==> src/rtl/dmem_ctrl_pkg.sv <==
// Shared definitions for the data-memory arbiter: op encodings, FSM states
// and the default memory depth.
package dmem_ctrl_pkg;

    localparam int unsigned MEM_DEPTH_DEF = 16;

    typedef enum logic [1:0] {
        OP_RD_WORD = 2'b00,
        OP_RD_BYTE = 2'b01,
        OP_WR_WORD = 2'b10,
        OP_WR_BYTE = 2'b11
    } op_e;

    typedef enum logic [1:0] {
        ST_IDLE  = 2'b00,
        ST_ISSUE = 2'b01,
        ST_MERGE = 2'b10,
        ST_RESP  = 2'b11
    } state_e;

    function automatic logic is_read(input op_e op);
        return (op == OP_RD_WORD) || (op == OP_RD_BYTE);
    endfunction

endpackage

==> src/rtl/rr_arb2.sv <==
// Two-way round-robin arbiter: a lone requester wins; on a tie the port that
// was not served last wins.
module rr_arb2 (
    input  logic       clk,
    input  logic       rst,
    input  logic [1:0] req,
    input  logic       accept,
    output logic [1:0] grant
);

    // Index of the port served most recently; 1 after reset so p0 wins the first tie.
    logic last;

    always_comb begin
        grant = '0;
        case (req)
            2'b01:   grant = 2'b01;
            2'b10:   grant = 2'b10;
            2'b11:   grant = last ? 2'b01 : 2'b10;
            default: grant = '0;
        endcase
    end

    always_ff @(posedge clk) begin
        if (rst) begin
            last <= 1'b1;
        end else if (accept && (grant != 2'b00)) begin
            last <= grant[1];
        end
    end

endmodule

==> src/rtl/dmem_arbiter.sv <==
// Two-port arbiter in front of a single synchronous data memory, with word and
// byte reads/writes; byte writes are done as read-merge-write.
module dmem_arbiter
    import dmem_ctrl_pkg::*;
#(
    parameter int unsigned ADDR_W    = 16,
    parameter int unsigned DATA_W    = 16,
    parameter int unsigned MEM_DEPTH = MEM_DEPTH_DEF
) (
    input  logic              clk,
    input  logic              rst,

    input  logic              p0_req,
    input  logic [1:0]        p0_op,
    input  logic [ADDR_W-1:0] p0_addr,
    input  logic [DATA_W-1:0] p0_wdata,
    output logic              p0_gnt,
    output logic              p0_done,
    output logic [DATA_W-1:0] p0_rdata,
    output logic              p0_err,

    input  logic              p1_req,
    input  logic [1:0]        p1_op,
    input  logic [ADDR_W-1:0] p1_addr,
    input  logic [DATA_W-1:0] p1_wdata,
    output logic              p1_gnt,
    output logic              p1_done,
    output logic [DATA_W-1:0] p1_rdata,
    output logic              p1_err,

    output logic              mem_en,
    output logic              mem_we,
    output logic [ADDR_W-1:0] mem_addr,
    output logic [DATA_W-1:0] mem_wdata,
    input  logic [DATA_W-1:0] mem_rdata
);

    localparam logic [ADDR_W:0] DEPTH_LIM = (ADDR_W + 1)'(MEM_DEPTH);

    state_e            state;
    op_e               op_q;
    logic [ADDR_W-1:0] addr_q;
    logic [DATA_W-1:0] wdata_q;
    logic              port_q;
    logic              bad_q;
    logic [1:0]        gnt_q;
    logic [1:0]        done_q;
    logic [1:0]        err_q;
    logic [DATA_W-1:0] rdata_q [2];

    logic [1:0]        req;
    logic [1:0]        grant;
    logic              accept;
    logic              win;
    op_e               sel_op;
    logic [ADDR_W-1:0] sel_addr;
    logic [DATA_W-1:0] sel_wdata;
    logic              sel_bad;
    logic              resp_load;
    logic [DATA_W-1:0] rd_fmt;

    assign req    = {p1_req, p0_req};
    assign accept = (state == ST_IDLE) && (req != 2'b00);
    assign win    = grant[1];

    rr_arb2 u_arb (
        .clk    (clk),
        .rst    (rst),
        .req    (req),
        .accept (accept),
        .grant  (grant)
    );

    always_comb begin
        sel_op    = op_e'(win ? p1_op : p0_op);
        sel_addr  = win ? p1_addr  : p0_addr;
        sel_wdata = win ? p1_wdata : p0_wdata;
        sel_bad   = ({1'b0, sel_addr} >= DEPTH_LIM);
    end

    always_ff @(posedge clk) begin
        if (rst) begin
            state      <= ST_IDLE;
            op_q       <= OP_RD_WORD;
            addr_q     <= '0;
            wdata_q    <= '0;
            port_q     <= 1'b0;
            bad_q      <= 1'b0;
            gnt_q      <= '0;
            done_q     <= '0;
            err_q      <= '0;
            rdata_q[0] <= '0;
            rdata_q[1] <= '0;
        end else begin
            gnt_q  <= '0;
            done_q <= '0;
            err_q  <= '0;
            case (state)
                ST_IDLE: begin
                    if (accept) begin
                        op_q    <= sel_op;
                        addr_q  <= sel_addr;
                        wdata_q <= sel_wdata;
                        port_q  <= win;
                        bad_q   <= sel_bad;
                        gnt_q   <= grant;
                        state   <= ST_ISSUE;
                    end
                end
                ST_ISSUE: begin
                    if ((op_q == OP_WR_BYTE) && !bad_q) begin
                        state <= ST_MERGE;
                    end else begin
                        state          <= ST_RESP;
                        done_q[port_q] <= 1'b1;
                        err_q[port_q]  <= bad_q;
                    end
                end
                ST_MERGE: begin
                    state          <= ST_RESP;
                    done_q[port_q] <= 1'b1;
                end
                ST_RESP: begin
                    state <= ST_IDLE;
                    if (resp_load) begin
                        rdata_q[port_q] <= rd_fmt;
                    end
                end
                default: state <= ST_IDLE;
            endcase
        end
    end

    // Memory strobes decode straight from the state so the byte merge can use
    // mem_rdata in the same cycle it arrives; rst gates them so a reset in
    // ISSUE/MERGE cannot complete a write.
    always_comb begin
        mem_en    = 1'b0;
        mem_we    = 1'b0;
        mem_addr  = '0;
        mem_wdata = '0;
        case (state)
            ST_ISSUE: begin
                if (!bad_q) begin
                    mem_en   = 1'b1;
                    mem_addr = addr_q;
                    if (op_q == OP_WR_WORD) begin
                        mem_we    = 1'b1;
                        mem_wdata = wdata_q;
                    end
                end
            end
            ST_MERGE: begin
                mem_en    = 1'b1;
                mem_we    = 1'b1;
                mem_addr  = addr_q;
                mem_wdata = {mem_rdata[DATA_W-1:8], wdata_q[7:0]};
            end
            default: ;
        endcase
        if (rst) begin
            mem_en = 1'b0;
            mem_we = 1'b0;
        end
    end

    always_comb begin
        resp_load = (state == ST_RESP) && is_read(op_q) && !bad_q;
        rd_fmt    = (op_q == OP_RD_BYTE) ? DATA_W'(mem_rdata[7:0]) : mem_rdata;
    end

    // Read data is only valid during RESP, so it is forwarded alongside done
    // and captured for the hold period that follows.
    assign p0_rdata = (resp_load && !port_q) ? rd_fmt : rdata_q[0];
    assign p1_rdata = (resp_load &&  port_q) ? rd_fmt : rdata_q[1];

    assign p0_gnt  = gnt_q[0];
    assign p1_gnt  = gnt_q[1];
    assign p0_done = done_q[0];
    assign p1_done = done_q[1];
    assign p0_err  = err_q[0];
    assign p1_err  = err_q[1];

endmodule

==> config.mk <==
export PLATFORM = sky130hd
export DESIGN_NAME = dmem_arbiter
export DESIGN_NICKNAME = d
export VERILOG_FILES = /design/src/rtl/dmem_ctrl_pkg.sv /design/src/rtl/rr_arb2.sv /design/src/rtl/dmem_arbiter.sv
export SDC_FILE = /design/constraint.sdc
export NUM_CORES = 1
export LEC_CHECK = 0
export CAP_MARGIN = 25
export CORE_MARGIN = 2
export CORE_UTILIZATION = 30
export DETAILED_ROUTE_END_ITERATION = 10
export GPL_ROUTABILITY_DRIVEN = 0
export SLEW_MARGIN = 20
export SYNTH_ARGS = -nofsm -noshare
export SYNTH_HDL_FRONTEND = slang
export SYNTH_SLANG_ARGS = --single-unit
==> constraint.sdc <==
create_clock -name clk -period 2.5 [get_ports clk]
set_input_delay 0.375 -clock clk [delete_from_list [all_inputs] [get_ports clk]]
set_output_delay 0.375 -clock clk [all_outputs]
set_load 0.01 [all_outputs]
======== Word level (Yosys, flattened, before mapping) ========
Memories as Yosys holds them, arrays and structs flattened.
Index checks and enable logic that the tools add are counted.
operators by class
  $lt $le $gt $ge ......................... 3
  eq/ne operators ......................... 10
  mux-type cells .......................... 36
  bitwise logic cells ..................... 4
  reductions and logical operators ........ 19
operators by type and width
  kind                   number
  $mux W16               9
  $pmux W16 S2           2
  $ge A16 B5 Y1 const B  1
  $reduce_or A16 Y1      1
  $mux W1                15
  $eq A2 B2 Y1 const B   6
  $logic_and A1 B1 Y1    8
  $mux W2                4
  $pmux W2 S4            1
  $eq A2 B1 Y1 const B   3
  $pmux W2 S3            1
  $reduce_or A3 Y1       2
  $logic_not A2 Y1       2
  $pmux W1 S2            2
  $pmux W2 S2            1
  $reduce_bool A2 Y1     2
  $not A1 Y1             3
  $and A2 B2 Y2          1
  $logic_not A1 Y1       2
  $lt A1 B2 Y1 const B   1
  $ne A2 B1 Y1 const B   1
  $reduce_and A2 Y1      1
  $demux W1 S1           1
  $ge A1 B1 Y1 const B   1
  $logic_or A1 B1 Y1     1
word-level totals
  register bits after elaboration ......... 45
  bits in writable memories ............... 32
  input bits .............................. 88
  output and inout bits ................... 72
  logic and storage cells ................. 83
  memories ................................ 1
memories
  name     words  bits a word  rd ports  clocked after memory_dff  wr ports  RTL line            RTL
  rdata_q  2      16           2         0                         2         dmem_arbiter.sv:49  logic [DATA_W-1:0] rdata_q [2];

======== Depth between registers and ports, before layout ========
Gate-level depths: netlist of run 1.
  depth after elaboration ................. 10
  gate-level depth with buffers ........... 7
  gate-level depth less buffers ........... 6

======== Hierarchy ========
A second synthesis of run 1 with hierarchy kept.
second synthesis, totals
  cells, all modules ...................... 397
  area total of the unflattened synthesis .. 4021.4 sq um
by module, submodules not included
  module        instances  cells an instance  area each (sq um)  seq. area each (sq um)
  dmem_arbiter  1          390                3960.0             1841.8
  rr_arb2       1          7                  61.3               20.0

======== Least setup slack after synthesis of run 1 ========
Ideal clock, no wire load.
  path kind ............................... register -> output
  start ................................... register state[1]
  end ..................................... output port mem_wdata[0]
  arrival ................................. 1462 ps
  required time ........................... 2125 ps
  path slack .............................. 663 ps
  stages on the path, launching flop included .. 8
  path buffers ............................ 1
  cell sequence ........................... dfxtp_1 > inv_1 > ha_1 > nor2b_1 > and3b_1 > buf_2 > o21a_1 > and2_1
on the way
  word-level cells in the longest chain between the ends .. 2
  elaborated cells on any way between the ends .. 3
  those cells by class .................... eq/ne (2); mux (1)
RTL lines
  what                                          RTL line             RTL
  start: declaration                            dmem_arbiter.sv:40   state_e state;
  start signal: assignment                      dmem_arbiter.sv:83   state <= ST_IDLE;
  start signal: assignment                      dmem_arbiter.sv:107  state <= ST_ISSUE;
  start signal: assignment                      dmem_arbiter.sv:112  state <= ST_MERGE;
  $eq A2 B2 Y1 or $eq A2 B1 Y1 (tied branches)  dmem_arbiter.sv:142  case (state)
  $pmux W16 S2 (*)                              dmem_arbiter.sv:142
  end: declaration                              dmem_arbiter.sv:34   output logic [DATA_W-1:0] mem_wdata,
Mark *: on every way between the ends. The rest lies on a longest branch, timed or not.

======== Worst setup path after layout of run 1 ========
  start ................................... register state[0]
  end ..................................... output port p0_rdata[15]
on the way
  word-level cells in the longest chain between the ends .. 5
RTL lines
  what                              RTL line             RTL
  $eq A2 B2 Y1                      dmem_arbiter.sv:168  resp_load = (state == ST_RESP) && is_read(op_q) && !bad_q;
  $logic_and A1 B1 Y1 (2 in a row)  dmem_arbiter.sv:168
  $logic_and A1 B1 Y1               dmem_arbiter.sv:174  assign p0_rdata = (resp_load && !port_q) ? rd_fmt : rdata_q[0];
  $mux W16                          dmem_arbiter.sv:174
  end: declaration                  dmem_arbiter.sv:19   output logic [DATA_W-1:0] p0_rdata,
Every way passes these cells.

==> qor.txt, run 1 <==
========================================================================================
Number of buffers and inverters on the critical path                                   1
Largest driver fanout on the critical path                                            13
Leakage power total                                                             2.739 nW
Yosys warning count                                                                    0
Violated checks                                                             setup timing
Fraction of layout cells with a size suffix above 1                               0.1214
Buffers inserted during post-CTS setup optimization                                    0
Achievable Freq                                                                389.1 MHz
Destination of the worst hold path                                          op_q[0]$_SDFFE_PP0P_
Routed length per placed instance                                               15.88 µm
FFs w/ async S/R, synth                                                                0
Buffer type at the clock tree root                                          sky130_fd_sc_hd__clkbuf_16
GR Util All Layers                                                                0.1551
R2R setup slack                                                                  0.66 ns
Worst Path Arrival                                                               2.19 ns
Area added between synthesis and finish                                           54.81%
Critical path depth                                                                    4
Transition time of the tightest slew-check pin                                 0.4641 ns
Detail Route Antenna Nets                                                              0
Final Worst Setup Slack                                                      -0.06984 ns
Max-capacitance violation count                                                        0
Final worst clock skew                                                       0.004308 ns
TNS Setup                                                                     -0.2922 ns
Max-slew headroom                                                                 0.6889
Worst hold path cell count                                                             2
Series of cell instances along the critical path                            ha_2 -> nand3b_2 -> o21ai_1 -> clkdlybuf4s50_1
Number of slew-limit violations in the final report                                    0
Part of the Yosys area used for sequential elements                               0.4577
Post-detailed-placement half-perimeter wirelength                               8.471 mm
Synthesized net count                                                                486
Total vias in the final route                                                      3,519
Number of global-route vias before repair                                          3,546
Average cell area after synthesis                                              10.32 µm²
Initial standard-cell utilization of the core                                     0.3072
Detailed Routing Iterations Pass 1                                                     4
Hold path startpoint                                                                 rst
Post-Syn Area                                                                   4068 µm²
CP top delay family                                                         buffers and inverters
Violation count after the first detailed-route iteration                             122
Buffer depth of the longest clock path                                                 2
Final wirelength                                                                11.68 mm
Startpoint type of the worst setup path                                        flip-flop
Clock sink total                                                                      77
Final hold viol count                                                                  0
CP Data Required Time                                                            2.12 ns
Vertical die dimension                                                          120.4 µm
Clock latency on the worst-skew pair                                             0.34 ns
Critical path's largest stage delay                                              0.58 ns
Worst flop-to-flop path startpoint                                          state[0]$_SDFFE_PP0P_
CTS tree                                                                           built
Unrepaired setup endpoints after global routing                                     true
Power density cells                                                         783.0 nW/µm²
Total clock buffers created by CTS                                                     9
Post-synth EDFFs                                                                      32
Number of antenna violations at the first check in global routing                      0
Via density                                                                        4.781
Number of failing setup endpoints in the final timing report                           7
Area of the die                                                               14,510 µm²
Worst hold slack                                                               0.4519 ns
Outcome                                                                     finished, violations left
R2R Path End                                                                rdata_q[0][5]$_SDFFCE_PN0P_
Post-Synthesis Cells                                                                 394
IO buf count                                                                         159
Portion of the clock cycle consumed by the worst path in the final layout          1.028
Worst-case reg-to-reg path depth                                                       4
Number of placed I/O pins                                                            160
Top flip-flop cell by instance count after synthesis                        sky130_fd_sc_hd__dfxtp_1
Residual DRC                                                                           0
Reg clk slew, reported paths                                                     0.06 ns
Pin count of the biggest net entering global routing                                  44
Fin nets                                                                             647
Core area                                                                     13,240 µm²
Clock period minus final worst setup slack                                      2.570 ns
Total grt overflow                                                                     0
H-tree depth reported by CTS                                                           3
Post-route core utilization                                                       0.4755
Category of the worst setup path capture point                              primary output
Die X-Extent                                                                    120.4 µm
Number of flip-flops and latches in the synthesized netlist                           77
Slowest stage cell on the critical path                                     sky130_fd_sc_hd__clkdlybuf4s50_1
Classification of the worst setup path                                        reg -> out
Antenna cell count                                                                     0
Count of distinct cell types in the synthesized netlist                               36
Hold Crit Class                                                                in -> reg
Wire length of the first global-routing pass                                    17.51 mm
Cell Rows                                                                             42
IR Drop Worst-Case VDD                                                       0.0003843 V
========================================================================================
[cell type report]
cell class,count,area (µm²)
clock buffers,13,262.8
clock inverters,3,66.31
fillers,1294,6945
inverters,2,7.507
multi-input cells,292,2112
flip-flops and latches,77,1872
well taps,176,220.2
repair buffers,173,1757
[cell usage after synthesis (2+ instances only)]
cell	instances	area, µm²
sky130_fd_sc_hd__and2_1	56	350.3
sky130_fd_sc_hd__dfxtp_1	45	900.9
sky130_fd_sc_hd__nor2_1	39	146.4
sky130_fd_sc_hd__mux2i_1	34	340.3
sky130_fd_sc_hd__edfxtp_1	32	960.9
sky130_fd_sc_hd__nand2_1	31	116.4
sky130_fd_sc_hd__a211oi_1	19	142.6
sky130_fd_sc_hd__o21ai_1	18	90.09
sky130_fd_sc_hd__a211oi_2	16	200.2
sky130_fd_sc_hd__mux2_1	16	180.2
sky130_fd_sc_hd__nor2b_1	14	87.58
sky130_fd_sc_hd__buf_2	13	65.06
sky130_fd_sc_hd__a22oi_1	8	60.06
sky130_fd_sc_hd__clkbuf_1	8	30.03
sky130_fd_sc_hd__nor3_1	5	25.02
sky130_fd_sc_hd__ha_1	4	50.05
sky130_fd_sc_hd__nor4_1	4	25.02
sky130_fd_sc_hd__a21oi_1	3	15.01
sky130_fd_sc_hd__buf_12	3	60.06
sky130_fd_sc_hd__nand2b_1	3	18.77
sky130_fd_sc_hd__nor3b_1	3	22.52
sky130_fd_sc_hd__o21a_1	3	22.52
sky130_fd_sc_hd__inv_1	2	7.510
sky130_fd_sc_hd__nor3_2	2	20.02
sky130_fd_sc_hd__o21ai_0	2	10.01
[layer usage]
metal / share of wire / wire length (µm) / GRT usage / vias up
li1: - / - / - / 1730
met1: 0.44 / 5166 / 0.1840 / 1631
met2: 0.46 / 5383 / 0.2602 / 145
met3: 0.081 / 952 / 0.04906 / 13
met4: 0.016 / 182 / 0.06177 / 0
met5: 0 / 0 / 0 / -
[how the worst max path moves through the flow]
stage                                from      endpoint  slack [ns]
global route        state[1]$_SDFFE_PP0P_  mem_wdata[6]       -0.14
floorplan           state[1]$_SDFFE_PP0P_  mem_wdata[0]        0.66
CTS                 state[1]$_SDFFE_PP0P_  mem_wdata[0]       -0.13
finish              state[0]$_SDFFE_PP0P_  p0_rdata[15]       -0.07
detailed placement  state[1]$_SDFFE_PP0P_        mem_we        0.03
global placement    state[1]$_SDFFE_PP0P_        mem_we        0.12
[what timing repair did]
action                     in CTS  in global routing
setup endpoints to repair      66                 60
resized for setup              21                 30
hold buffers                    0                  0
pin swaps                       1                  2
cloned                          0                  4
[sequential cells by signal (all words and copies together) (netlist names)]
| signal | count |
|---|---|
| err_q | 2 |
| done_q | 2 |
| rdata_q | 32 |
| wdata_q | 16 |
| addr_q | 16 |
| bad_q | 1 |
| gnt_q | 2 |
| state | 2 |
| port_q | 1 |
| u_arb.last | 1 |
| op_q | 2 |
[layout by cell type (no fill, tap or decap), drive strengths merged, types with 15 or more instances in the layout]
| cell | n |
|---|---|
| a211oi | 35 |
| and2 | 56 |
| buf | 15 |
| clkdlybuf4s50 | 125 |
| dfxtp | 45 |
| dlymetal6s2s | 18 |
| edfxtp | 32 |
| mux2 | 16 |
| mux2i | 34 |
| nand2 | 31 |
| nor2 | 40 |
| o21ai | 20 |
[through the flow]
step / area (µm²) / setup WS [ns] / total power, mW / instances
2_1_floorplan: 4068 / 0.6628 / 2.762 / 394
3_3_place_gp: 5847 / 0.1238 / 3.408 / 716
3_5_place_dp: 5847 / 0.03018 / 3.454 / 716
4_1_cts: 6172 / -0.1274 / 4.922 / 732
5_1_grt: 6297 / -0.1352 / 5.215 / 736
6_report: 6297 / -0.06984 / 4.931 / 736
[power by group]
| part | internal [mW] | total (mW) | switching [mW] |
|---|---|---|---|
| clock | 0.940 | 1.44 | 0.503 |
| sequential | 1.57 | 1.73 | 0.155 |
| combinational | 0.863 | 1.76 | 0.899 |
| total | 3.37 | 4.93 | 1.56 |
[cells by family (layout without fill, tap and decap cells)]
kind of cell | Yosys count | after routing | share of synthesized area
AOI/OAI and AO/OA | 71 | 71 | 0.1393
and+or+nand+nor | 163 | 167 | 0.2172
adders and majority gates | 4 | 4 | 0.01230
DFF | 77 | 77 | 0.4577
buffers and inverters | 29 | 191 | 0.04553
muxes | 50 | 50 | 0.1280
Note: power is estimated with default switching activity, not from simulation.
==> inputs of run 2 (changes only) <==
--- a/config.mk
+++ b/config.mk
@@ -5,6 +5,7 @@
 export SDC_FILE = /design/constraint.sdc
 export NUM_CORES = 1
 export LEC_CHECK = 0
+export ABC_AREA = 0
 export CAP_MARGIN = 25
 export CORE_MARGIN = 2
 export CORE_UTILIZATION = 30
==> results of run 2 <==
Same layout as run 1: the final DEF is identical, and so are final timing and power.
